`src/rtl/demux_lane_writer.sv`:
```
// Steers a single tagged data stream into lane_count one-deep holding registers,
// each with its own valid/ready handshake, plus a sticky range error and a word counter.
module demux_lane_writer #(
    parameter int choice_size = 2,
    parameter int lane_count  = 4,
    parameter int data_size   = 5,
    parameter int count_size  = 8
) (
    input  logic                                  clk,
    input  logic                                  rst_n,
    input  logic                                  enable,
    input  logic                                  in_valid,
    output logic                                  in_ready,
    input  logic [choice_size-1:0]                choice,
    input  logic [data_size-1:0]                  data_in,
    output logic [lane_count-1:0]                 out_valid,
    input  logic [lane_count-1:0]                 out_ready,
    output logic [lane_count-1:0][data_size-1:0]  data_out,
    output logic                                  err,
    input  logic                                  err_clear,
    output logic [count_size-1:0]                 xfer_count
);

    // One extra bit so lane_count == 2**choice_size compares correctly.
    localparam logic [choice_size:0] lane_limit = (choice_size + 1)'(lane_count);

    logic                  out_of_range;
    logic                  accept;
    logic                  accept_in_range;
    logic                  accept_dropped;
    logic [lane_count-1:0] lane_sel;
    logic [lane_count-1:0] lane_can_take;
    logic                  target_can_take;

    logic                  err_d, err_q;
    logic [count_size-1:0] count_d, count_q;

    assign out_of_range    = ({1'b0, choice} >= lane_limit);
    assign target_can_take = |(lane_sel & lane_can_take);
    assign in_ready        = enable && (out_of_range || target_can_take);
    assign accept          = in_valid && in_ready;
    assign accept_in_range = accept && !out_of_range;
    assign accept_dropped  = accept && out_of_range;

    generate
        for (genvar gi = 0; gi < lane_count; gi++) begin : g_lane
            logic                 valid_d, valid_q;
            logic [data_size-1:0] data_d, data_q;
            logic                 load;
            logic                 drain;

            assign lane_sel[gi]      = (choice == choice_size'(gi));
            assign lane_can_take[gi] = !valid_q || out_ready[gi];
            assign load              = accept_in_range && lane_sel[gi];
            assign drain             = valid_q && out_ready[gi];

            // A refill on the same edge as a drain keeps the lane full.
            always_comb begin
                valid_d = valid_q;
                data_d  = data_q;
                if (load) begin
                    valid_d = 1'b1;
                    data_d  = data_in;
                end else if (drain) begin
                    valid_d = 1'b0;
                end
            end

            always_ff @(posedge clk or negedge rst_n) begin
                if (!rst_n) begin
                    valid_q <= 1'b0;
                    data_q  <= '0;
                end else begin
                    valid_q <= valid_d;
                    data_q  <= data_d;
                end
            end

            assign out_valid[gi] = valid_q;
            assign data_out[gi]  = data_q;
        end
    endgenerate

    // A dropped word on the same edge as a clear leaves the flag set.
    always_comb begin
        err_d = err_q;
        if (err_clear) begin
            err_d = 1'b0;
        end
        if (accept_dropped) begin
            err_d = 1'b1;
        end
    end

    always_comb begin
        count_d = count_q;
        if (accept_in_range) begin
            count_d = count_q + count_size'(1);
        end
    end

    always_ff @(posedge clk or negedge rst_n) begin
        if (!rst_n) begin
            err_q   <= 1'b0;
            count_q <= '0;
        end else begin
            err_q   <= err_d;
            count_q <= count_d;
        end
    end

    assign err        = err_q;
    assign xfer_count = count_q;

endmodule

```
`config.mk`:
```
export PLATFORM = sky130hd
export DESIGN_NAME = demux_lane_writer
export DESIGN_NICKNAME = d
export VERILOG_FILES = /design/src/rtl/demux_lane_writer.sv
export SDC_FILE = /design/constraint.sdc
export NUM_CORES = 1
export LEC_CHECK = 0
export ABC_AREA = 1
export CAP_MARGIN = 20
export CORE_ASPECT_RATIO = 1.75
export CORE_MARGIN = 3
export CORE_UTILIZATION = 64
export CTS_CLUSTER_DIAMETER = 30
export DETAILED_ROUTE_END_ITERATION = 16
export DONT_BUFFER_PORTS = 1
export GPL_ROUTABILITY_DRIVEN = 0
export HOLD_SLACK_MARGIN = 0.12
export MAX_ROUTING_LAYER = met4
export PLACE_DENSITY = 0.85
export SLEW_MARGIN = 40
export SYNTH_ARGS = -nofsm -noshare
export SYNTH_HDL_FRONTEND = slang
export SYNTH_SLANG_ARGS = --single-unit
```
`constraint.sdc`:
```
create_clock -name clk -period 3.35 [get_ports clk]
set_clock_uncertainty 0.2 [all_clocks]
set_input_delay 0.5025 -clock clk [delete_from_list [all_inputs] [get_ports clk]]
set_output_delay 0.5025 -clock clk [all_outputs]
set_load 0.005 [all_outputs]
```
==> flow_metrics.py <==
metrics = {
    "status": {
        "status": "finished, final reports clean",
    },
    "worst_setup_path": {
        "cpMostUsedCell": "nand2_1",
        "slowest_stage": "nor2_4",
        "worst-path-max-fanout": 30,
        "r2r-start": "g_lane[1].valid_q",
        "r2r_slack_ps": 1520,
        "criticalPathCategory": "flop to primary output",
        "critPathLaunchType": "flop",
        "critPathMaxStageDelay_ps": 500,
        "startpoint": "g_lane[1].valid_q",
        "crit_required_ps": 2650,
        "worstPathCellList": "nand2_1 > nand2_1 > nand2_2 > nor2_2 > nor2_4",
        "cp.arrival_ps": 1480,
        "end_kind": "primary output",
    },
    "sta": {
        "slew_headroom_pct": 56.7,
        "final.period_utilization_pct": 65.2,
        "period_needed_ps": 2180,
        "setup_viol": 0,
        "final_hold_viol_count": 0,
        "fin_tns_setup_ps": 0,
        "grt_setup_unrepaired": "false",
        "max_freq_mhz": 458,
        "tightest_slew_ps": 648,
        "maxSlewViolCount": 0,
    },
    "grt": {
        "grtUsageMet2_pct": 41.2,
        "grt.busiest_layer": "met2",
        "grt_util_all_layers_pct": 24.0,
        "grt_max_degree": 34,
        "grt_pass1_wl_um": 5480,
        "grtUsageMet3_pct": 7.29,
        "grt_pass1_vias": 1195,
        "grt_use_met1_pct": 27.0,
        "gr-total-overflow": 0,
        "antenna_found_initial": 0,
    },
    "power": {
        "irDropWorstVdd_uv": 467,
        "p_per_area_nw_per_um2": 613,
        "p_leak_nw": 0.888,
    },
    "finish": {
        "multi_input_area_um2": 633,
        "area_growth_pct": 4.07,
        "final_cell_count_no_fill": 204,
        "drive_gt1_share_pct": 11.2,
        "fin_area_um2": 1630,
        "seq_area_um2": 801,
        "diodes": 0,
        "fill_cells": 188,
        "final_nets": 196,
    },
    "routing": {
        "vias": 1205,
        "drt-vias-per-instance": 5.91,
        "drtAntennaViolNets": 0,
        "drtPass1Iterations": 4,
        "wl_per_cell_um": 15.7,
        "drcViolationCount": 0,
        "initialDrtViolationCount": 31,
        "routed_wirelength_um": 3210,
    },
    "clock_tree": {
        "postCtsResizedCells": 0,
        "cts_tree": "built",
        "postCtsSetupRepairBufs": 0,
        "clock_latency_ps": 270,
        "cts_sinks": 32,
        "clockBufferDepth": 2,
        "clkTransAtPathRegs_ps": 60,
        "htreeDepth": 2,
        "numCtsBuffers": 5,
        "cts_root_buffer": "clkbuf_8",
        "hold_buffers": 2,
    },
    "synthesis": {
        "yosysTopAreaCell": "dfrtp_1",
        "synth_edf_count": 0,
        "synth_common_cells": "nand2_1, dfrtp_1, nand4_1",
        "synth_compound_area_share_pct": 0,
        "synth_ff_type": "dfrtp_1",
        "synth_top_area_share_pct": 51.0,
        "ys_async_sr_fraction_pct": 100,
        "synth_top_family_by_area": "simple AND/OR/NAND/NOR gates",
        "synth-xor-area-share_pct": 2.79,
        "postSynthAreaPerCell_um2": 8.67,
        "synth_fa_ha_area_share_pct": 0.797,
        "synth_fp_nets": 198,
        "yosysMostFrequentCell": "nand2_1",
        "post_synth_main_area_contributors": "dfrtp_1, nand2_1, nand4_1, nand3_1, buf_4",
        "ys.warnings.count": 0,
        "muxShareOfSynthArea_pct": 0,
        "syn-cell-area_um2": 1570,
        "synth.yosys.seq_area_share_pct": 51.0,
        "synth-seq-cells": 32,
        "synth_cell_types": 20,
        "synth_cells": 181,
        "synthSimpleGateAreaFrac_pct": 36.5,
    },
    "place": {
        "placedCellCount": 195,
        "hpwl_um": 2320,
        "io_buffer_count": 0,
        "placed_cell_area_um2": 1510,
    },
    "worst_hold_path": {
        "hold_class": "primary input to flop",
        "min-delay-start": "in_valid",
    },
    "die": {
        "core_um2": 2300,
        "start_util_pct": 68.2,
        "die-area_um2": 3110,
        "num_rows": 23,
        "die-height_um": 71.5,
        "fp.dieW_um": 43.4,
        "io_pins": 50,
    },
    "job": {
        "cap_violations": 0,
    },
}
==> state kept, by name (all words and copies together) (netlist names) <==
name and cells:
g_lane.valid_q 4, xfer_count 8, g_lane.data_q 20
==> routing by layer <==
metal | routed length [µm] | up-vias
li1 | - | 580
met1 | 1140 | 573
met2 | 1800 | 47
met3 | 237 | 5
met4 | 34 | 0
met5 | 0 | -
==> metrics by stage <==
stage	util [%]	hold slack (ps)	total power [mW]	worst slack, ps
floorplan	-	6.91	0.661	1480
global placement	65.4	7.65	0.676	1220
detailed placement	65.4	7.73	0.688	1190
CTS	70.9	166	1.01	1150
global route	70.9	163	1.06	1020
finish	70.9	170	1.00	1170
==> path summary, 6_finish.rpt <==
check / end / cells past startpoint
max: in_ready / 5
min: xfer_count[7] / 2
max reg2reg: xfer_count[3] / 8
min reg2reg: g_lane[2].data_q[4] / 2
max in group asynchronous: g_lane[0].data_q[1] / 2
min in group asynchronous: xfer_count[7] / 2
==> layout by cell type (no fill, tap or decap) <==
master,count
nand2_1,72
dfrtp_1,32
nand4_1,25
nand3_1,11
inv_1,8
clkbuf_8,7
inv_2,3
nor2_4,3
nand2_2,3
xor2_1,3
nor2_2,2
nor2_1,2
xnor2_1,2
nand2_4,1
nand3b_1,1
ha_1,1
conb_1,1
buf_12,1
dlygate4sd3_1,1
==> report_power, final <==
group          switching (mW)  internal [mW]
combinational          0.0822         0.0599
clock                   0.127          0.183
sequential             0.0830          0.465
total                   0.293          0.708
==> layout make-up <==
| class | instances | area share (%) |
|---|---|---|
| Inverter | 11 | 2.53 |
| Tap cell | 25 | 1.92 |
| Timing Repair Buffer | 2 | 1.84 |
| Clock buffer | 7 | 5.90 |
| Multi-Input combinational cell | 127 | 38.8 |
| Sequential cell | 32 | 49.0 |
==> critical path: cells and delay by family (launching register included) <==
| family | cells | cell delay (ps) |
|---|---|---|
| and+or+nand+nor | 5 | 820 |
| DFF | 1 | 400 |
==> logic make-up after synthesis <==
kind of cell  count (synthesis)
flops                        32
xor+xnor                      5
other cells                   1
simple gates                120
buf+inv                      22
fa+ha+maj                     1
(Power assumes the default switching activity.)
